**config.mk**
```make
export PLATFORM = sky130hd
export DESIGN_NAME = sync_fifo_param
export DESIGN_NICKNAME = d
export VERILOG_FILES = /design/src/rtl/sync_fifo_param_pkg.sv /design/src/rtl/sync_dp_ram.sv /design/src/rtl/sync_fifo_param.sv
export SDC_FILE = /design/constraint.sdc
export NUM_CORES = 1
export LEC_CHECK = 0
export CELL_PAD_IN_SITES_DETAIL_PLACEMENT = 1
export CELL_PAD_IN_SITES_GLOBAL_PLACEMENT = 2
export CORE_MARGIN = 3
export CORE_UTILIZATION = 30
export CTS_BUF_LIST = sky130_fd_sc_hd__clkbuf_4
export CTS_CLUSTER_DIAMETER = 100
export DETAILED_ROUTE_END_ITERATION = 10
export PLACE_DENSITY_LB_ADDON = 0.1
export SLEW_MARGIN = 30
export SYNTH_ARGS = -nofsm -noshare
export SYNTH_HDL_FRONTEND = slang
export SYNTH_SLANG_ARGS = --single-unit
```
**constraint.sdc**
```tcl
create_clock -name clk -period 5.37 [get_ports clk]
set_clock_uncertainty 0.2 [all_clocks]
set_input_delay 1.3425 -clock clk [delete_from_list [all_inputs] [get_ports clk]]
set_output_delay 1.3425 -clock clk [all_outputs]
set_load 0.005 [all_outputs]
```
**src/rtl/sync_fifo_param_pkg.sv**
```systemverilog
// Shared helpers for the parametrised single-clock FIFO.
// Holds the log2 helper and the level-parameter range check.
package sync_fifo_param_pkg;

    function automatic int clog2(input int v);
        int r;
        r = 0;
        while ((1 << r) < v) r++;
        return r;
    endfunction

    // Legal thresholds: 1 <= af <= depth, 0 <= ae <= depth-1.
    function automatic bit lvls_ok(
        input int addr_w,
        input int af,
        input int ae,
        input int fwft
    );
        int depth;
        depth = 1 << addr_w;
        return (af >= 1) && (af <= depth) &&
               (ae >= 0) && (ae <= depth - 1) &&
               (fwft == 0 || fwft == 1) &&
               (clog2(depth) == addr_w);
    endfunction

endpackage

```
**src/rtl/sync_dp_ram.sv**
```systemverilog
// Simple dual-port RAM: one write port, one registered read port.
// Ports: clk/rst_n, we_i/waddr_i/wdata_i write, re_i/raddr_i read, rdata_o.
module sync_dp_ram #(
    parameter int DATA_W = 8,
    parameter int ADDR_W = 4
) (
    input  logic              clk,
    input  logic              rst_n,
    input  logic              we_i,
    input  logic [ADDR_W-1:0] waddr_i,
    input  logic [DATA_W-1:0] wdata_i,
    input  logic              re_i,
    input  logic [ADDR_W-1:0] raddr_i,
    output logic [DATA_W-1:0] rdata_o
);

    logic [DATA_W-1:0] mem [2**ADDR_W];
    logic [DATA_W-1:0] rdata_q;

    always_ff @(posedge clk) begin
        if (we_i) mem[waddr_i] <= wdata_i;
    end

    // Only the read register is reset; it holds its value between reads.
    always_ff @(posedge clk or negedge rst_n) begin
        if (!rst_n) rdata_q <= '0;
        else if (re_i) rdata_q <= mem[raddr_i];
    end

    assign rdata_o = rdata_q;

endmodule

```
**src/rtl/sync_fifo_param.sv**
```systemverilog
// Parametrised single-clock FIFO with level flags, sticky errors, optional FWFT.
// Ports: clk, rst_n, wr_en/wr_data, rd_en, clr_err in; rd_data, rd_valid, flags, count out.
module sync_fifo_param
    import sync_fifo_param_pkg::*;
#(
    parameter int DATA_W = 8,
    parameter int ADDR_W = 4,
    parameter int AF_LVL = 12,
    parameter int AE_LVL = 4,
    parameter int FWFT   = 0
) (
    input  logic              clk,
    input  logic              rst_n,
    input  logic              wr_en,
    input  logic [DATA_W-1:0] wr_data,
    input  logic              rd_en,
    input  logic              clr_err,
    output logic [DATA_W-1:0] rd_data,
    output logic              rd_valid,
    output logic              full,
    output logic              empty,
    output logic              almost_full,
    output logic              almost_empty,
    output logic [ADDR_W:0]   count,
    output logic              overflow,
    output logic              underflow
);

    localparam int            DEPTH   = 1 << ADDR_W;
    localparam logic [ADDR_W:0] DEPTH_C = (ADDR_W+1)'(DEPTH);
    localparam logic [ADDR_W:0] AF_C    = (ADDR_W+1)'(AF_LVL);
    localparam logic [ADDR_W:0] AE_C    = (ADDR_W+1)'(AE_LVL);
    localparam logic [ADDR_W:0] ONE_C   = (ADDR_W+1)'(1);

    if (!lvls_ok(ADDR_W, AF_LVL, AE_LVL, FWFT)) begin : g_bad_param
        $error("sync_fifo_param: parameter out of range");
    end

    logic [ADDR_W:0] wr_ptr_q, wr_ptr_d;
    logic [ADDR_W:0] rd_ptr_q, rd_ptr_d;
    logic [ADDR_W:0] count_q, count_d;
    logic            full_q, full_d;
    logic            empty_q, empty_d;
    logic            af_q, af_d;
    logic            ae_q, ae_d;
    logic            ovf_q, ovf_d;
    logic            udf_q, udf_d;
    logic            rv_q, rv_d;
    logic            wr_acc;
    logic            rd_acc;
    logic            ram_re;

    always_comb begin
        wr_acc = wr_en & ~full_q;
        if (FWFT != 0) begin
            // RAM read register is the output stage; refill it when
            // it is free or being popped and RAM still holds words.
            rd_acc = rd_en & rv_q;
            ram_re = (wr_ptr_q != rd_ptr_q) & (~rv_q | rd_acc);
            rv_d   = ram_re | (rv_q & ~rd_acc);
        end else begin
            rd_acc = rd_en & ~empty_q;
            ram_re = rd_acc;
            rv_d   = rd_acc;
        end

        wr_ptr_d = wr_acc ? wr_ptr_q + ONE_C : wr_ptr_q;
        rd_ptr_d = ram_re ? rd_ptr_q + ONE_C : rd_ptr_q;

        count_d = count_q;
        unique case (1'b1)
            (wr_acc & ~rd_acc): count_d = count_q + ONE_C;
            (rd_acc & ~wr_acc): count_d = count_q - ONE_C;
            default:            count_d = count_q;
        endcase

        full_d  = (count_d == DEPTH_C);
        empty_d = (count_d == '0);
        af_d    = (count_d >= AF_C);
        ae_d    = (count_d <= AE_C);

        // Setting beats clearing in the same cycle.
        ovf_d = (wr_en & full_q)  | (ovf_q & ~clr_err);
        udf_d = (rd_en & empty_q) | (udf_q & ~clr_err);
    end

    always_ff @(posedge clk or negedge rst_n) begin
        if (!rst_n) begin
            wr_ptr_q <= '0;
            rd_ptr_q <= '0;
            count_q  <= '0;
            full_q   <= 1'b0;
            empty_q  <= 1'b1;
            af_q     <= 1'b0;
            ae_q     <= 1'b1;
            ovf_q    <= 1'b0;
            udf_q    <= 1'b0;
            rv_q     <= 1'b0;
        end else begin
            wr_ptr_q <= wr_ptr_d;
            rd_ptr_q <= rd_ptr_d;
            count_q  <= count_d;
            full_q   <= full_d;
            empty_q  <= empty_d;
            af_q     <= af_d;
            ae_q     <= ae_d;
            ovf_q    <= ovf_d;
            udf_q    <= udf_d;
            rv_q     <= rv_d;
        end
    end

    sync_dp_ram #(
        .DATA_W (DATA_W),
        .ADDR_W (ADDR_W)
    ) u_ram (
        .clk     (clk),
        .rst_n   (rst_n),
        .we_i    (wr_acc),
        .waddr_i (wr_ptr_q[ADDR_W-1:0]),
        .wdata_i (wr_data),
        .re_i    (ram_re),
        .raddr_i (rd_ptr_q[ADDR_W-1:0]),
        .rdata_o (rd_data)
    );

    assign rd_valid     = rv_q;
    assign full         = full_q;
    assign empty        = empty_q;
    assign almost_full  = af_q;
    assign almost_empty = ae_q;
    assign count        = count_q;
    assign overflow     = ovf_q;
    assign underflow    = udf_q;

endmodule
```
==> run_results.csv, run 1 <==
group,metric,value,unit
run_status,outcome,"finished, final reports clean",
hold_path,min-delay-start,"u_ram.rdata_o[4]",
worst_setup_path,r2r-end,"full",
power,p_int,0.00238,W
power,leakage,2.40,nW
timing,worst_pin_slew,0.887,ns
hold_path,hold_class,"flop to flop",
die,rows,52,
worst_setup_path,cp.arrival,4.14,ns
worst_setup_path,critPathMaxFanout,13,
worst_setup_path,r2r_slack,2.38,ns
die,core-area,20400,sq um
route,routed_via_density,4.72,
synth,synth_cells,344,
route,routedWlPerCell,21.7,um
worst_setup_path,crit_path_top_delay_cell,"clkdlybuf4s50_1",
timing,clock.fmax,259,MHz
synth,synth_sequential_area_ratio,0.720,
placement,dpl_cell_area,6980,sq um
route,drt_pass1_iterations,4,
clock_network,cts_buffer_depth,2,
timing,rsz0062_at_grt,"false",
clock_network,postCtsHoldBufs,0,
worst_setup_path,path_cells,"clkdlybuf4s50_1 > nor2b_4 > inv_2 > nand2_1 > xnor2_1 > ha_1 > or4b_1 > nor3_2 > nor4_2 > or3b_1 > o41ai_1 > o221a_1",
worst_setup_path,r2r_start,"empty",
job,drv_cap,0,
worst_setup_path,worstSetupStartpoint,"wr_en",
timing,slew_headroom,0.407,
clock_network,cts_setup_buffers,0,
synth,ys_warn_count,0,
die,die_h,151,um
power,ir_worst_vdd,152,uV
power,clockPowerShare,0.192,
clock_network,htreeDepth,4,
global_routing,grt_pass1_vias,3481,
power,power_frac_seq,0.472,
worst_setup_path,critPathKind,"primary input to flop",
global_routing,grt_pass1_wl,22.1,mm
placement,place_congestion,0.703,
synth,avgSynthCellArea,18.3,sq um
power,pwr-share-comb,0.337,
timing,finalHoldViolCount,0,
clock_network,cts_made_buffers,17,
power,p_sw,0.00126,W
synth,async_reset_ff_frac,0.179,
route,vias,3159,
power,power.density,500,nW/um^2
global_routing,grt_overflow,0,
power,p_sw_frac,0.346,
synth,synth_edf_count,128,
timing,fin_crit,3.86,ns
timing,setup_viol,0,
route,drt_iter0_markers,146,
global_routing,grt_start_max_net_pins,33,
clock_network,clock-root-buffer,"clkbuf_4",
route,route.detailed.drc,0,
clock_network,clock-sinks,156,
worst_setup_path,crit_required,5.65,ns
hold_path,hold_path_end,"u_ram.rdata_o[4]",
route,wirelength,14.5,mm
synth,synth-main-ff-cell,"edfxtp_1",
clock_network,cts_resized,0,
synth,ys_types,36,
worst_setup_path,worstSetupEndpointType,"flop",
final_layout,finalNetCount,405,
final_layout,drive_above_1_share,0.254,
clock_network,cts_tree,"yes",
timing,drv_slew,0,
worst_setup_path,critPathLaunchType,"primary input",
die,start_util,0.309,
final_layout,final_cell_area,7270,sq um
worst_setup_path,r2r.worst_path.cells,10,
final_layout,syn_to_final_growth,15.2,%
final_layout,fillers,2084,
route,ant_nets,0,
synth,syn_nets,364,
clock_network,clock_latency,0.54,ns
die,die-width,151,um
global_routing,antenna_found_initial,1,
synth,synth_seq_cells,156,
timing,period_share,0.719,
clock_network,path_clk_slew,0.14,ns
placement,place.detailed.hpwl,9.19,mm
global_routing,grt_use_total,0.136,
placement,io_buffers,32,
hold_path,hold_depth,2,
timing,finalSetupTns,0,ns
power,fin_total_pwr,0.00363,W
worst_setup_path,max_stage_delay,0.49,ns
synth,netlist_area,6310,sq um
die,pin_count,33,
die,die_area,22800,sq um
logic make-up after synthesis:
family / Yosys count / synth area share
XOR/XNOR: 13 / 0.0180
flip-flops: 156 / 0.720
adder cells (fa/ha/maj): 7 / 0.0139
AND/OR/NAND/NOR: 69 / 0.0537
buffers and inverters: 29 / 0.0204
multiplexers: 45 / 0.144
AO/OA/AOI/OAI: 25 / 0.0299
cell usage after synthesis (2+ instances only):
cell type	count	area (sq um)
edfxtp_1	128	3840
mux4_2	36	811
nand2_1	29	109
dfrtp_1	26	651
nor2_1	18	67.6
xnor2_1	13	114
inv_1	10	37.5
o21ai_0	10	50.1
ha_1	7	87.6
clkbuf_1	5	18.8
mux2_2	5	56.3
a21oi_1	4	20.0
a22oi_1	4	30.0
buf_1	4	15.0
buf_2	4	20.0
buf_4	4	30.0
mux2i_1	4	40.0
nand2b_1	4	25.0
nand4_1	4	25.0
nor3_1	4	20.0
dfstp_2	2	52.6
inv_2	2	7.51
nor3b_1	2	15.0
o211a_1	2	20.0
or3_1	2	12.5
flip-flops by register name, summed over array words and instances, names as in the netlist:
register       flops
almost_full        1
overflow           1
count              5
u_ram.rdata_o      8
wr_ptr_q           4
rd_valid           1
empty              1
u_ram.mem        128
full               1
underflow          1
rd_ptr_q           4
almost_empty       1
how the worst max path moves through the flow:
stage          slack [ns]  cells after the start   end
5_1_grt              1.38                     12  full
6_report             1.51                     12  full
3_3_place_gp         1.01                     12  full
3_5_place_dp         0.95                     12  full
4_1_cts              1.56                     12  full
2_1_floorplan        1.58                     11  full
power by group through the flow:
| stage | Clock [W] | Combinational (W) | Sequential [W] |
|---|---|---|---|
| floorplan | 0 | 0.000873 | 0.00162 |
| global placement | 0 | 0.00123 | 0.00174 |
| detailed placement | 0 | 0.00124 | 0.00176 |
| CTS | 0.000733 | 0.00125 | 0.00173 |
| global route | 0.000782 | 0.00135 | 0.00175 |
| finish | 0.000697 | 0.00122 | 0.00171 |
cell type report:
type	count	area, sq um	area share
inverters	12	45.0	0.00620
flip-flops and latches	156	4550	0.626
clock inverters	14	136	0.0188
well taps	270	338	0.0465
clock buffers	18	135	0.0186
multi-input cells	159	1690	0.232
diodes	1	2.50	0.000344
repair buffers	39	373	0.0513
critical path: cells and delay by family:
family	cells	cell delay (ns)
buffers and inverters	2	0.61
AOI/OAI and AO/OA	2	0.31
adders and majority gates	1	0.22
xor gates and xnor gates	1	0.13
and+or+nand+nor	6	1.52
layer usage:
layer / track usage / vias up / routed length [um]
li1: - / 1428 / -
met1: 0.192 / 1683 / 6940
met2: 0.214 / 42 / 6940
met3: 0.0326 / 6 / 521
met4: 0.0326 / 0 / 103
met5: 0 / - / 0
placed cells by master (no fill, tap or decap), types with 8 or more instances in the layout:
cell type	count
clkbuf_4	18
clkdlybuf4s50_1	32
dfrtp_1	25
edfxtp_1	128
inv_1	10
mux4_2	36
nand2_1	29
nor2_1	10
nor2_2	8
o21ai_0	10
xnor2_1	13
per-stage QoR:
step	hold WS (ns)	cells	setup WS [ns]	utilization
final	0.290	669	1.51	0.356
after global routing	0.324	669	1.38	0.356
after CTS	0.300	668	1.56	0.355
after detailed placement	0.267	636	0.953	0.342
after global placement	0.260	636	1.01	0.341
after floorplan	0.270	344	1.58	-
No activity file was read; power rests on OpenSTA's default activity.
==> run 2: changes to the inputs <==
==> constraint.sdc (replaced) <==
create_clock -name clk -period 3.86 [get_ports clk]
set_clock_uncertainty 0.2 [all_clocks]
set_input_delay 0.965 -clock clk [delete_from_list [all_inputs] [get_ports clk]]
set_output_delay 0.965 -clock clk [all_outputs]
set_load 0.005 [all_outputs]
==> run_results.csv, run 2 (synthesized netlist as in run 1, its figures left out) <==
group,metric,value,unit
timing,clock.fmax,307,MHz
hold_path,hold_class,"flop to flop",
final_layout,finalNetCount,425,
die,pin_count,33,
hold_path,min-delay-start,"u_ram.rdata_o[0]",
power,power_frac_seq,0.472,
placement,place_congestion,0.694,
final_layout,multi_input_area,1640,sq um
clock_network,cts_resized,0,
final_layout,syn_to_final_growth,16.2,%
route,top_layer,"met4",
placement,place.detailed.hpwl,9.47,mm
route,routedWlPerCell,20.6,um
timing,finalHoldViolCount,0,
clock_network,clock_latency,0.54,ns
clock_network,cts_made_buffers,17,
worst_setup_path,critPathTopFamily,"simple AND/OR/NAND/NOR gates",
global_routing,grt_pass1_vias,3570,
route,wirelength,14.2,mm
die,die-width,151,um
worst_setup_path,cp.arrival,3.54,ns
timing,worst_pin_slew,0.591,ns
power,power.density,682,nW/um^2
placement,dp_worst_setup_slack,0.0639,ns
placement,dp.cells,656,
clock_network,htreeDepth,4,
power,ir_worst_vdd,203,uV
final_layout,largest_reg_flops,128,
global_routing,antenna_found_initial,1,
worst_setup_path,r2r_slack,0.97,ns
final_layout,top_register,"u_ram.mem",
clock_network,clock-root-buffer,"clkbuf_4",
clock_network,path_clk_slew,0.13,ns
power,p_sw,0.00173,W
power,clockPowerShare,0.177,
worst_setup_path,max_stage_delay,0.47,ns
placement,io_buffers,32,
route,drt_pass1_iterations,4,
power,fin_total_pwr,0.00500,W
worst_setup_path,worstSetupEndpointType,"flop",
clock_network,clock-sinks,156,
worst_setup_path,crit_path_top_delay_cell,"clkdlybuf4s50_1",
route,met1_length,6.85,mm
global_routing,grt_use_total,0.135,
timing,setup_viol,0,
power,leakage,2.48,nW
worst_setup_path,critPathMaxFanout,4,
clock_network,postCtsHoldBufs,0,
global_routing,grt_pass1_wl,22.1,mm
power,pwr-share-comb,0.352,
clock_network,cts_buffer_depth,2,
final_layout,fillers,2097,
worst_setup_path,crit_required,4.14,ns
final_layout,layout_commonest_cell,"edfxtp_1",
route,wl_met2,6.72,mm
hold_path,hold_path_end,"u_ram.rdata_o[0]",
final_layout,regArea,4550,sq um
route,vias,3232,
timing,finalSetupTns,0,ns
route,ant_nets,0,
clock_network,cts_setup_buffers,0,
global_routing,grt_overflow,0,
worst_setup_path,path_cells,"clkdlybuf4s50_1 > nor2b_4 > inv_2 > nand2_1 > xnor2_1 > ha_1 > or4b_1 > nor3_2 > nor4_2 > or3b_1 > o41ai_1 > o221a_1",
worst_setup_path,r2r-end,"full",
die,die_h,151,um
timing,drv_slew,0,
route,wl_met3,402,um
power,p_int,0.00327,W
die,core-area,20400,sq um
timing,hold_ws,0.292,ns
final_layout,final_cell_mix,"edfxtp_1 (128), mux4_2 (36), clkdlybuf4s50_1 (32)",
run_status,outcome,"finished, final reports clean",
route,drt_iter0_markers,242,
timing,setup_slack,0.606,ns
timing,period_share,0.843,
route,routed_via_density,4.70,
die,start_util,0.309,
die,die_area,22800,sq um
worst_setup_path,worstSetupStartpoint,"wr_en",
job,drv_cap,0,
worst_setup_path,critPathLaunchType,"primary input",
timing,rsz0062_at_grt,"false",
worst_setup_path,critPathKind,"primary input to flop",
final_layout,final_cells,688,
worst_setup_path,r2r.worst_path.cells,10,
power,p_sw_frac,0.345,
global_routing,grt_start_max_net_pins,33,
hold_path,hold_depth,2,
die,rows,52,
timing,fin_crit,3.25,ns
route,route.detailed.drc,0,
worst_setup_path,crit_buf_inv,2,
timing,slew_headroom,0.605,
clock_network,cts_tree,"yes",
worst_setup_path,r2r_start,"empty",
final_layout,drive_above_1_share,0.259,
==> run 2: changes by cell type in the layout (fill, tap and decap cells not counted), sizes merged <==
cell	delta
buf	+20
bufinv	-1
clkbuf	-1
clkinvlp	+1
==> run 2: worst max-delay path by stage <==
stage	to	cells after the start
floorplan	full	11
global placement	full	12
detailed placement	full	12
CTS	full	12
global route	full	12
finish	full	12
==> run 2: power groups by stage <==
stage	clock (W)	sequential (W)	combinational [W]
after floorplan	0	0.00226	0.00121
after global placement	0	0.00239	0.00178
after detailed placement	0	0.00241	0.00180
after CTS	0.000932	0.00237	0.00180
after global routing	0.00101	0.00240	0.00195
final	0.000885	0.00236	0.00176
==> run 2: routing by layer <==
| metal | up-vias | global-route usage |
|---|---|---|
| met3 | 12 | 0.0311 |
| met4 | 0 | 0.0426 |
| met5 | - | 0 |
| met2 | 40 | 0.206 |
| met1 | 1718 | 0.193 |
| li1 | 1462 | - |
==> run 2: final cells by class <==
class,instances,area share
tap,270,0.0460
timing repair buffer,59,0.0713
clock buffer,17,0.0174
clock inverter,14,0.0159
sequential,156,0.620
antenna,1,0.000341
inverter,12,0.00614
multi-input combinational,159,0.223
==> run 2: through the flow <==
stage	util	area, sq um
after floorplan	-	6310
after global placement	0.347	7090
after detailed placement	0.347	7090
after CTS	0.359	7330
after global routing	0.359	7340
final	0.359	7340
==> run 2: worst register-to-register path, delay by kind of cell, from the launching register on <==
kind,cells,cell delay (ns)
AND/OR/NAND/NOR,5,1.24
adder cells (fa/ha/maj),1,0.19
AO/OA/AOI/OAI,2,0.32
flip-flops,1,0.58
buffers and inverters,2,0.30
==> run 3: changes to the inputs <==
==> constraint.sdc (replaced) <==
create_clock -name clk -period 3.4 [get_ports clk]
set_clock_uncertainty 0.2 [all_clocks]
set_input_delay 0.85 -clock clk [delete_from_list [all_inputs] [get_ports clk]]
set_output_delay 0.85 -clock clk [all_outputs]
set_load 0.005 [all_outputs]
==> run_results.csv, run 3 (synthesized netlist as in run 1, its figures left out) <==
group,metric,value,unit
clock_network,cts_buffer_depth,2,
placement,dp_worst_setup_slack,-0.235,ns
hold_path,hold_depth,2,
route,vias,3228,
route,drt_iter0_markers,212,
clock_network,clock-root-buffer,"clkbuf_4",
die,die_area,22800,sq um
job,drv_cap,0,
global_routing,grt_pass1_vias,3520,
worst_setup_path,critPathLaunchType,"primary input",
worst_setup_path,crit_required,3.68,ns
global_routing,grt_pass1_wl,22.0,mm
clock_network,clock_latency,0.54,ns
worst_setup_path,critPathMaxFanout,4,
final_layout,final_cell_mix,"edfxtp_1 (128), mux4_2 (36), clkdlybuf4s50_1 (32)",
clock_network,clock-sinks,156,
final_layout,fillers,2069,
placement,place_congestion,0.711,
timing,rsz0062_at_grt,"false",
clock_network,htreeDepth,4,
final_layout,final_cell_area,7370,sq um
global_routing,grt_start_max_net_pins,36,
clock_network,postCtsHoldBufs,0,
route,routed_via_density,4.67,
worst_setup_path,cp.arrival,3.36,ns
die,die-width,151,um
worst_setup_path,r2r-end,"full",
clock_network,cts_resized,0,
die,pin_count,33,
timing,drv_slew,0,
route,routedWlPerCell,20.4,um
clock_network,cts_setup_buffers,0,
clock_network,cts_tree,"yes",
hold_path,hold_class,"flop to flop",
worst_setup_path,r2r.worst_path.cells,11,
power,ir_worst_vdd,295,uV
final_layout,drive_above_1_share,0.262,
timing,clock.fmax,324,MHz
timing,fin_crit,3.08,ns
clock_network,path_clk_slew,0.13,ns
route,drt_pass1_iterations,5,
die,core-area,20400,sq um
global_routing,antenna_found_initial,1,
timing,finalSetupTns,0,ns
global_routing,grt_use_total,0.135,
final_layout,layout_commonest_cell,"edfxtp_1",
timing,slew_headroom,0.588,
run_status,outcome,"finished, final reports clean",
worst_setup_path,critPathKind,"primary input to flop",
timing,setup_viol,0,
hold_path,hold_path_end,"u_ram.rdata_o[4]",
timing,period_share,0.907,
final_layout,finalNetCount,427,
die,die_h,151,um
placement,place.detailed.hpwl,9.21,mm
die,start_util,0.309,
power,power.density,770,nW/um^2
worst_setup_path,r2r_start,"empty",
route,wirelength,14.1,mm
route,route.detailed.drc,0,
clock_network,cts_made_buffers,17,
global_routing,grt_overflow,0,
route,ant_nets,0,
placement,io_buffers,32,
timing,setup_slack,0.318,ns
power,leakage,2.50,nW
die,rows,52,
final_layout,top_register,"u_ram.mem",
final_layout,syn_to_final_growth,16.7,%
hold_path,min-delay-start,"u_ram.rdata_o[4]",
timing,finalHoldViolCount,0,
final_layout,largest_reg_flops,128,
worst_setup_path,worstSetupEndpointType,"flop",
timing,worst_pin_slew,0.616,ns
worst_setup_path,r2r_slack,0.56,ns
placement,dpl_cell_area,7120,sq um
## run 3: cell count changes in the layout (fill, tap and decap cells not counted)
cell / previous run / this run
buf_12: 0 / 1
buf_4: 27 / 28
clkbuf_4: 17 / 18
clkinv_1: 0 / 1
clkinv_2: 2 / 1
inv_6: 3 / 4
inv_8: 2 / 1
## run 3: metrics by stage
stage,hold slack [ns],std cells,utilization,total power [W]
after floorplan,0.270,344,-,0.00394
after global placement,0.262,658,0.348,0.00475
after detailed placement,0.267,658,0.348,0.00478
after CTS,0.299,690,0.361,0.00581
after global routing,0.328,691,0.361,0.00610
final,0.291,691,0.361,0.00568
## run 3: area by class of cell
class	count	area (sq um)	share of cell area
flip-flops and latches	156	4550	0.617
diodes	1	2.50	0.000340
multi-input cells	159	1640	0.222
well taps	270	338	0.0458
clock inverters	14	113	0.0153
clock buffers	18	135	0.0183
repair buffers	61	551	0.0747
inverters	12	45.0	0.00611
## run 3: worst max path at each step
| stage | startpoint | end | slack (ns) |
|---|---|---|---|
| after floorplan | rd_en | full | 0.10 |
| after global placement | wr_en | full | -0.18 |
| after detailed placement | wr_en | full | -0.23 |
| after CTS | wr_en | full | 0.36 |
| after global routing | wr_en | full | 0.21 |
| final | wr_en | full | 0.32 |
## run 3: per-layer routing
metal,wire length (um),vias up,track usage
met4,116,0,0.0354
met2,6700,45,0.211
met1,6850,1709,0.189
met5,0,-,0
li1,-,1466,-
met3,463,8,0.0335
## run 3: critical path: stages
cell and delay [ns]:
clkdlybuf4s50_1 0.48, nor2b_4 0.16, inv_2 0.04, nand2_1 0.10, xnor2_1 0.13, ha_1 0.23, or4b_1 0.46, nor3_2 0.14
nor4_2 0.08, or3b_1 0.37, o41ai_1 0.08, o221a_1 0.24
## run 3: power by group
group | leakage, nW | total, W | switching (W) | internal (W)
registers | 1.49 | 0.00262 | 0.000228 | 0.00239
clock network | 0.129 | 0.00100 | 0.000693 | 0.000311
logic | 0.879 | 0.00205 | 0.00101 | 0.00104
total | 2.50 | 0.00567 | 0.00193 | 0.00374
